$ cat src/rtl/touch_coord_filter_pkg.sv
// touch_pkg: shared definitions for the touchscreen coordinate filter.
//   - state_e       : sample-burst FSM states
//   - ADDR_*        : Avalon-MM word addresses of the register map
//   - STAT_*        : bit positions inside the status register
package touch_pkg;

  typedef enum logic [1:0] {
    ST_IDLE  = 2'd0,
    ST_ACCUM = 2'd1,
    ST_SCALE = 2'd2
  } state_e;

  localparam logic [1:0] ADDR_STATUS = 2'd0;
  localparam logic [1:0] ADDR_XPIX   = 2'd1;
  localparam logic [1:0] ADDR_YPIX   = 2'd2;
  localparam logic [1:0] ADDR_AVG    = 2'd3;

  localparam int unsigned STAT_NEW     = 0;
  localparam int unsigned STAT_TOUCHED = 1;
  localparam int unsigned STAT_IRQEN   = 2;

endpackage

$ cat src/rtl/touch_axis_scale.sv
// touch_axis_scale: three-stage pipe turning one axis accumulator into a
// clamped pixel coordinate.
//   stage 1 (start_i): avg = acc >> AVG_LOG2, diff = avg - MIN (signed 13 bit)
//   stage 2          : product = diff * GAIN (GAIN is Q0.12)
//   stage 3          : pix = product >>> 12, clamped to 0 .. RES-1
// Ports:
//   iCLK, iRST_n : clock, asynchronous active-low reset
//   start_i      : one-cycle pulse, acc_i holds the completed burst sum
//   acc_i        : 16-bit burst accumulator
//   avg_o        : last averaged raw value (12 bit)
//   done_o       : high the cycle before pix_o takes its new value
//   pix_o        : registered clamped pixel coordinate
module touch_axis_scale #(
  parameter int unsigned AVG_LOG2 = 2,
  parameter int          MIN      = 200,
  parameter int          GAIN     = 886,
  parameter int          RES      = 800
) (
  input  logic        iCLK,
  input  logic        iRST_n,
  input  logic        start_i,
  input  logic [15:0] acc_i,
  output logic [11:0] avg_o,
  output logic        done_o,
  output logic [10:0] pix_o
);

  localparam logic signed [12:0] MIN_S   = 13'(MIN);
  localparam logic signed [25:0] GAIN_S  = 26'(GAIN);
  localparam logic signed [25:0] RES_S   = 26'(RES);
  localparam logic        [10:0] PIX_MAX = 11'(RES - 1);

  logic        [15:0] avg_full;
  logic signed [12:0] diff_d, diff_q;
  logic signed [25:0] prod_d, prod_q, pix_full;
  logic        [10:0] pix_d, pix_q;
  logic        [11:0] avg_q;
  logic               v1_q, v2_q;
  logic               unused_avg;

  always_comb begin
    // A full burst of 12-bit samples shifted by AVG_LOG2 always fits 12 bits.
    avg_full = acc_i >> AVG_LOG2;
    diff_d   = $signed({1'b0, avg_full[11:0]}) - MIN_S;
    prod_d   = 26'(diff_q) * GAIN_S;
    pix_full = prod_q >>> 12;
    if (pix_full < 26'sd0) begin
      pix_d = '0;
    end else if (pix_full >= RES_S) begin
      pix_d = PIX_MAX;
    end else begin
      pix_d = pix_full[10:0];
    end
  end

  assign unused_avg = |avg_full[15:12];

  always_ff @(posedge iCLK or negedge iRST_n) begin
    if (!iRST_n) begin
      avg_q  <= '0;
      diff_q <= '0;
      prod_q <= '0;
      pix_q  <= '0;
      v1_q   <= 1'b0;
      v2_q   <= 1'b0;
    end else begin
      v1_q <= start_i;
      v2_q <= v1_q;
      if (start_i) begin
        avg_q  <= avg_full[11:0];
        diff_q <= diff_d;
      end
      if (v1_q) prod_q <= prod_d;
      if (v2_q) pix_q  <= pix_d;
    end
  end

  assign avg_o  = avg_q;
  assign done_o = v2_q;
  assign pix_o  = pix_q;

endmodule

$ cat src/rtl/touch_coord_filter.sv
// touch_coord_filter: averages bursts of 2^AVG_LOG2 raw touchscreen samples,
// maps them to clamped LCD pixel coordinates, detects pen release and exposes
// the result through a small Avalon-MM slave with a level interrupt.
// Optional feature: define TOUCH_OUTLIER_REJECT_EN to restart a burst when a
// sample differs from the burst's first sample by more than JITTER_MAX.
// Ports:
//   iCLK, iRST_n          : clock, asynchronous active-low reset
//   iSAMPLE_VALID         : one-cycle strobe qualifying iX_RAW / iY_RAW
//   iX_RAW, iY_RAW        : 12-bit raw ADC samples
//   iPENIRQ_n             : asynchronous pen-down, active low
//   iAVS_ADDRESS/READ/WRITE/WRITEDATA, oAVS_READDATA : Avalon-MM slave,
//                           read latency 1 (0 status, 1 X, 2 Y, 3 averages)
//   oIRQ                  : new_flag & irq_en, registered
//   oX_PIX, oY_PIX        : last reported pixel coordinates
//   oVALID                : one-cycle pulse per report
//   oTOUCHED              : pen considered down
module touch_coord_filter
  import touch_pkg::*;
#(
  parameter int unsigned AVG_LOG2    = 2,
  parameter int          X_MIN       = 200,
  parameter int          Y_MIN       = 300,
  parameter int          X_GAIN      = 886,
  parameter int          Y_GAIN      = 562,
  parameter int          H_RES       = 800,
  parameter int          V_RES       = 480,
  parameter int unsigned RELEASE_CYC = 50000,
  parameter int unsigned JITTER_MAX  = 64
) (
  input  logic        iCLK,
  input  logic        iRST_n,
  input  logic        iSAMPLE_VALID,
  input  logic [11:0] iX_RAW,
  input  logic [11:0] iY_RAW,
  input  logic        iPENIRQ_n,
  input  logic [1:0]  iAVS_ADDRESS,
  input  logic        iAVS_READ,
  input  logic        iAVS_WRITE,
  input  logic [31:0] iAVS_WRITEDATA,
  output logic [31:0] oAVS_READDATA,
  output logic        oIRQ,
  output logic [10:0] oX_PIX,
  output logic [10:0] oY_PIX,
  output logic        oVALID,
  output logic        oTOUCHED
);

  localparam logic [4:0]        NSAMP    = 5'(1 << AVG_LOG2);
  localparam int unsigned       RW       = $clog2(RELEASE_CYC + 1);
  localparam logic [RW-1:0]     REL_LAST = RW'(RELEASE_CYC - 1);
  localparam logic [RW-1:0]     REL_FULL = RW'(RELEASE_CYC);

  state_e        state_q;
  logic [15:0]   acc_x_q, acc_y_q;
  logic [4:0]    cnt_q;
  logic          start_q;
  logic          pen_s1_q, pen_s2_q;
  logic [RW-1:0] rel_cnt_q;
  logic          rel_pend_q;
  logic          touched_q, valid_q, irq_q;
  logic          new_flag_q, new_flag_d;
  logic          irq_en_q, irq_en_d;
  logic [31:0]   rdata_q, rdata_d, status_w;
  logic [11:0]   x_avg, y_avg;
  logic [10:0]   x_pix, y_pix;
  logic          x_done, y_done;
  logic          rel_hit, rel_apply, rpt_done, burst_restart;
  logic          unused_wdata;

  // Pen input synchroniser; high on pen_s2_q means pen up.
  always_ff @(posedge iCLK or negedge iRST_n) begin
    if (!iRST_n) begin
      pen_s1_q <= 1'b0;
      pen_s2_q <= 1'b0;
    end else begin
      pen_s1_q <= iPENIRQ_n;
      pen_s2_q <= pen_s1_q;
    end
  end

  // Saturating pen-up run counter; the event fires once per up period.
  always_ff @(posedge iCLK or negedge iRST_n) begin
    if (!iRST_n) begin
      rel_cnt_q <= '0;
    end else if (!pen_s2_q) begin
      rel_cnt_q <= '0;
    end else if (rel_cnt_q != REL_FULL) begin
      rel_cnt_q <= rel_cnt_q + 1'b1;
    end
  end

  assign rel_hit   = pen_s2_q && (rel_cnt_q == REL_LAST);
  assign rpt_done  = (state_q == ST_SCALE) && x_done && y_done;
  // A release seen during SCALE is held until the report has gone out.
  assign rel_apply = (state_q != ST_SCALE) && (rel_hit || rel_pend_q);

`ifdef TOUCH_OUTLIER_REJECT_EN
  localparam logic [11:0] JIT = 12'(JITTER_MAX);
  logic [11:0] first_x_q, first_y_q, dx, dy;
  always_comb begin
    dx = (iX_RAW >= first_x_q) ? (iX_RAW - first_x_q) : (first_x_q - iX_RAW);
    dy = (iY_RAW >= first_y_q) ? (iY_RAW - first_y_q) : (first_y_q - iY_RAW);
    burst_restart = (state_q == ST_IDLE) ||
                    ((state_q == ST_ACCUM) && ((dx > JIT) || (dy > JIT)));
  end
`else
  logic unused_jitter;
  assign unused_jitter = (JITTER_MAX != 0);
  assign burst_restart = (state_q == ST_IDLE);
`endif

  always_ff @(posedge iCLK or negedge iRST_n) begin
    if (!iRST_n) begin
      state_q    <= ST_IDLE;
      acc_x_q    <= '0;
      acc_y_q    <= '0;
      cnt_q      <= '0;
      start_q    <= 1'b0;
      rel_pend_q <= 1'b0;
      touched_q  <= 1'b0;
      valid_q    <= 1'b0;
`ifdef TOUCH_OUTLIER_REJECT_EN
      first_x_q  <= '0;
      first_y_q  <= '0;
`endif
    end else begin
      start_q <= 1'b0;
      valid_q <= 1'b0;
      if (state_q == ST_SCALE) begin
        if (rel_hit) rel_pend_q <= 1'b1;
        if (rpt_done) begin
          state_q   <= ST_IDLE;
          valid_q   <= 1'b1;
          touched_q <= 1'b1;
        end
      end else if (rel_apply) begin
        rel_pend_q <= 1'b0;
        touched_q  <= 1'b0;
        state_q    <= ST_IDLE;
        acc_x_q    <= '0;
        acc_y_q    <= '0;
        cnt_q      <= '0;
      end else if (iSAMPLE_VALID) begin
        if (burst_restart) begin
          acc_x_q <= {4'b0, iX_RAW};
          acc_y_q <= {4'b0, iY_RAW};
          cnt_q   <= 5'd1;
`ifdef TOUCH_OUTLIER_REJECT_EN
          first_x_q <= iX_RAW;
          first_y_q <= iY_RAW;
`endif
          if (NSAMP == 5'd1) begin
            state_q <= ST_SCALE;
            start_q <= 1'b1;
          end else begin
            state_q <= ST_ACCUM;
          end
        end else begin
          acc_x_q <= acc_x_q + {4'b0, iX_RAW};
          acc_y_q <= acc_y_q + {4'b0, iY_RAW};
          cnt_q   <= cnt_q + 5'd1;
          if (cnt_q + 5'd1 == NSAMP) begin
            state_q <= ST_SCALE;
            start_q <= 1'b1;
          end
        end
      end
    end
  end

  touch_axis_scale #(
    .AVG_LOG2 (AVG_LOG2),
    .MIN      (X_MIN),
    .GAIN     (X_GAIN),
    .RES      (H_RES)
  ) u_scale_x (
    .iCLK    (iCLK),
    .iRST_n  (iRST_n),
    .start_i (start_q),
    .acc_i   (acc_x_q),
    .avg_o   (x_avg),
    .done_o  (x_done),
    .pix_o   (x_pix)
  );

  touch_axis_scale #(
    .AVG_LOG2 (AVG_LOG2),
    .MIN      (Y_MIN),
    .GAIN     (Y_GAIN),
    .RES      (V_RES)
  ) u_scale_y (
    .iCLK    (iCLK),
    .iRST_n  (iRST_n),
    .start_i (start_q),
    .acc_i   (acc_y_q),
    .avg_o   (y_avg),
    .done_o  (y_done),
    .pix_o   (y_pix)
  );

  always_comb begin
    status_w               = '0;
    status_w[STAT_NEW]     = new_flag_q;
    status_w[STAT_TOUCHED] = touched_q;
    status_w[STAT_IRQEN]   = irq_en_q;

    case (iAVS_ADDRESS)
      ADDR_STATUS: rdata_d = status_w;
      ADDR_XPIX:   rdata_d = {21'b0, x_pix};
      ADDR_YPIX:   rdata_d = {21'b0, y_pix};
      default:     rdata_d = {4'b0, y_avg, 4'b0, x_avg};
    endcase

    // Set beats a read-clear in the same cycle.
    new_flag_d = new_flag_q;
    if (iAVS_READ && (iAVS_ADDRESS == ADDR_STATUS)) new_flag_d = 1'b0;
    if (rpt_done || rel_apply) new_flag_d = 1'b1;

    irq_en_d = irq_en_q;
    if (iAVS_WRITE && (iAVS_ADDRESS == ADDR_STATUS)) irq_en_d = iAVS_WRITEDATA[STAT_IRQEN];
  end

  assign unused_wdata = ^{iAVS_WRITEDATA[31:3], iAVS_WRITEDATA[1:0]};

  always_ff @(posedge iCLK or negedge iRST_n) begin
    if (!iRST_n) begin
      new_flag_q <= 1'b0;
      irq_en_q   <= 1'b0;
      irq_q      <= 1'b0;
      rdata_q    <= '0;
    end else begin
      new_flag_q <= new_flag_d;
      irq_en_q   <= irq_en_d;
      irq_q      <= new_flag_q & irq_en_q;
      if (iAVS_READ) rdata_q <= rdata_d;
    end
  end

  assign oAVS_READDATA = rdata_q;
  assign oIRQ          = irq_q;
  assign oX_PIX        = x_pix;
  assign oY_PIX        = y_pix;
  assign oVALID        = valid_q;
  assign oTOUCHED      = touched_q;

endmodule

$ cat config.mk
export PLATFORM = sky130hd
export DESIGN_NAME = touch_coord_filter
export DESIGN_NICKNAME = d
export VERILOG_FILES = /design/src/rtl/touch_coord_filter_pkg.sv /design/src/rtl/touch_axis_scale.sv /design/src/rtl/touch_coord_filter.sv
export SDC_FILE = /design/constraint.sdc
export NUM_CORES = 1
export LEC_CHECK = 0
export CAP_MARGIN = 10
export CORE_MARGIN = 5
export CORE_UTILIZATION = 50
export CTS_BUF_LIST = sky130_fd_sc_hd__clkbuf_2 sky130_fd_sc_hd__clkbuf_4 sky130_fd_sc_hd__clkbuf_8
export CTS_CLUSTER_SIZE = 20
export DETAILED_ROUTE_END_ITERATION = 8
export GPL_TIMING_DRIVEN = 0
export PLACE_DENSITY = 0.77
export SYNTH_ARGS = -nofsm -noshare
export SYNTH_HDL_FRONTEND = slang
export SYNTH_SLANG_ARGS = --single-unit
$ cat constraint.sdc
create_clock -name iCLK -period 6.3 [get_ports iCLK]
set_clock_uncertainty 0.2 [all_clocks]
set_input_delay 1.26 -clock iCLK [delete_from_list [all_inputs] [get_ports iCLK]]
set_output_delay 1.26 -clock iCLK [all_outputs]
set_load 0.005 [all_outputs]
==> results.py <==
metrics = {
    "worst_setup_path": {
        "r2r_cells": 18,
        "r2r-start": "u_scale_x.diff_q[6]$_DFFE_PN0P_",
        "crit_required_ps": 6530,
        "cp.arrival_ps": 5780,
        "crit_path_top_delay_cell": "dfrtp_1",
        "worstSetupPathType": "reg2reg",
        "slowest_delay_ps": 570,
        "worstPathMaxFanout": 7,
        "start_kind": "flop",
        "path_cells": "ha_1 -> inv_1 -> fa_1 -> inv_1 -> fa_1 -> fa_1 -> inv_1 -> fa_1 -> inv_1 -> ha_1 -> clkbuf_1 -> nand4_1 -> a21oi_1 -> a211oi_2 -> o21ai_1 -> a31oi_2 -> or4b_1 -> nand4_1",
        "critPathTopFamily": "adder cells",
        "r2r_setup_slack_ps": 760,
        "cp-end-kind": "flop",
        "worst-path-buf-inv": 5,
        "r2r-end": "u_scale_x.prod_q[21]$_DFFE_PN0P_",
    },
    "finish": {
        "layout-drive-gt1-share_pct": 8.36,
        "fill_cells": 2348,
        "fin_nets": 1847,
        "layout_common_cells": "257 x inv_1, 177 x dfrtp_1, 151 x ha_1, 89 x nor2_1",
        "n_antenna_cell": 0,
        "final_common_cell": "inv_1",
        "area_growth_pct": 12.4,
    },
    "clock_tree": {
        "clk_pin_slew_ps": 120,
        "cts.htree.levels": 4,
        "holdBufCountCts": 0,
        "post_cts_buffers": 0,
        "clock-sinks": 177,
        "clockBufferDepth": 2,
        "root_buffer": "clkbuf_8",
        "post_cts_resized": 0,
        "clock_latency_ps": 480,
        "cts_tree": "yes",
        "cts_buffers": 17,
    },
    "synthesis": {
        "async_flop_share_pct": 100,
        "ys_types": 71,
        "synthCells": 1449,
        "synth.avg_cell_area_um2": 9.55,
        "synth_top_area_share_pct": 32.0,
        "yosys_most_used_dff": "dfrtp_1",
        "ys.warnings.count": 0,
        "yosysTopAreaCell": "dfrtp_1",
        "synth_area_leaders": "dfrtp_1 32%, ha_1 14%, fa_1 11%, inv_1 7.0%, mux2_2 5.4%",
        "syn_area_mm2": 0.0138,
        "yosysSeqAreaShare_pct": 32.0,
        "synth_edf_count": 0,
        "ys_ff_latch": 177,
    },
    "timing": {
        "period_share_pct": 88.0,
        "hold_viol": 0,
        "maxSlewHeadroom_pct": 43.4,
        "setup_violations": 0,
        "hold_ws_ps": 163,
        "rsz0062_at_grt": "false",
        "fin_crit_ps": 5540,
        "max_freq_ghz": 0.180,
        "slew_violations": 0,
        "tightest_slew_ps": 848,
    },
    "run_status": {
        "outcome": "finished clean",
    },
    "global_route": {
        "grt_max_degree": 125,
        "antenna_found_initial": 0,
        "grt_usage_pct": 20.8,
        "grt_pass1_vias": 10600,
        "grt_pass1_wl_mm": 52.9,
        "grt_overflow": 0,
    },
    "detailed_routing": {
        "wl_mm": 31.6,
        "drc": 0,
        "first_pass_iters": 5,
        "vias_per_cell": 5.37,
        "vias": 10400,
        "ant_nets": 0,
        "wl_per_cell_um": 16.3,
        "drt_iter0_drc": 716,
    },
    "floorplan": {
        "ios": 121,
        "dieHeight_um": 176,
        "die_w_um": 176,
        "die-area_mm2": 0.0311,
        "start_util_pct": 50.2,
        "core_area_mm2": 0.0276,
        "rows": 61,
    },
    "placed_design": {
        "portBuffers": 78,
        "dp_hpwl_mm": 25.0,
        "gp_congestion": 0.913,
    },
    "hold_path": {
        "hold_start": "pen_s1_q$_DFF_PN0_",
        "holdPathStages": 0,
        "min-delay-path-class": "reg2reg",
        "min_to": "pen_s2_q$_DFF_PN0_",
    },
    "job": {
        "maxCapViolCount": 0,
    },
}
cells by family (layout without fill, tap and decap cells):
kind of cell,count (synthesis),after routing,share of synthesized area (%)
buf+inv,307,418,8.57
compound gates,276,276,12.5
xor+xnor,74,74,4.68
fa+ha+maj,229,229,24.9
simple gates,303,303,10.5
other cells,1,8,0.0271
flops,177,177,32.0
mux,82,82,6.81
state kept, by name (all words and copies together), names as in the netlist, 2 cells and up:
| signal | cells |
|---|---|
| u_scale_x.diff_q | 10 |
| u_scale_x.avg_o | 12 |
| u_scale_y.pix_o | 11 |
| cnt_q | 5 |
| u_scale_x.prod_q | 12 |
| acc_y_q | 14 |
| u_scale_y.avg_o | 12 |
| u_scale_y.diff_q | 11 |
| acc_x_q | 14 |
| oAVS_READDATA | 24 |
| u_scale_y.prod_q | 12 |
| rel_cnt_q | 16 |
| state_q | 2 |
| u_scale_x.pix_o | 11 |
how the worst max path moves through the flow:
stage	startpoint	to	slack (ps)	depth (start not counted)
final	u_scale_x.diff_q[6]$_DFFE_PN0P_	u_scale_x.prod_q[21]$_DFFE_PN0P_	760	18
after global routing	u_scale_x.diff_q[6]$_DFFE_PN0P_	u_scale_x.prod_q[21]$_DFFE_PN0P_	450	18
after CTS	u_scale_x.diff_q[6]$_DFFE_PN0P_	u_scale_x.prod_q[21]$_DFFE_PN0P_	720	18
after detailed placement	u_scale_x.diff_q[6]$_DFFE_PN0P_	u_scale_x.prod_q[21]$_DFFE_PN0P_	730	18
after global placement	iRST_n	oAVS_READDATA[16]$_DFFE_PN0P_	-3450	1
after floorplan	u_scale_x.diff_q[12]$_DFFE_PN0P_	u_scale_x.prod_q[23]$_DFFE_PN0P_	1310	17
final cells by class:
cell class	instances	area (um^2)	area share, %
timing repair buffer	79	813	5.23
buffer	49	218	1.40
clock buffer	18	248	1.59
clock inverter	14	159	1.02
sequential	177	4430	28.5
inverter	258	968	6.22
tap	378	473	3.04
multi-input combinational	972	8260	53.0
cells in the mapped netlist (4+ instances only):
master    instances
mux2i_1          12
a211oi_1         10
clkbuf_1         33
nand4_1          12
buf_1             5
o21bai_1          5
o221ai_1          5
o21ai_0          62
and3_1            9
a21o_1           21
or3_1            10
nor3_1           16
buf_4             8
nor2b_1          22
inv_1           257
nor4_1            4
xnor2_1          50
o22ai_1          10
ha_1            151
dfrtp_1         177
xor2_1           24
and2_1           12
fa_1             78
a31oi_1           8
nor2_1           89
mux2_2           67
o31ai_1           4
a21boi_0          5
o21ai_1          24
a21oi_1          73
nand3_1          28
nand2b_1          7
nand2_1          78
o21a_1            6
a22oi_1          14
stage by stage:
| step | area, um^2 | utilization [%] | setup TNS [ps] | setup WS, ps | std cells |
|---|---|---|---|---|---|
| floorplan | 13900 | - | 0 | 1310 | 1456 |
| detailed placement | 15200 | 55.0 | 0 | 727 | 1913 |
| CTS | 15600 | 56.5 | 0 | 724 | 1945 |
| finish | 15600 | 56.5 | 0 | 757 | 1945 |
| global route | 15600 | 56.5 | 0 | 450 | 1945 |
| global placement | 15100 | 54.9 | -607820 | -3450 | 1912 |
metal layers:
metal	GRT usage, %	share of wire [%]	vias to the layer above
met5	0	0	-
met4	5.45	1.7	0
met3	2.87	4.4	39
met2	34.5	48	213
met1	29.1	46	5154
li1	-	-	5031
Power is left out: the tool's default activity adds up to more than one toggle a clock period on the data nets, which glitch-free logic cannot reach.
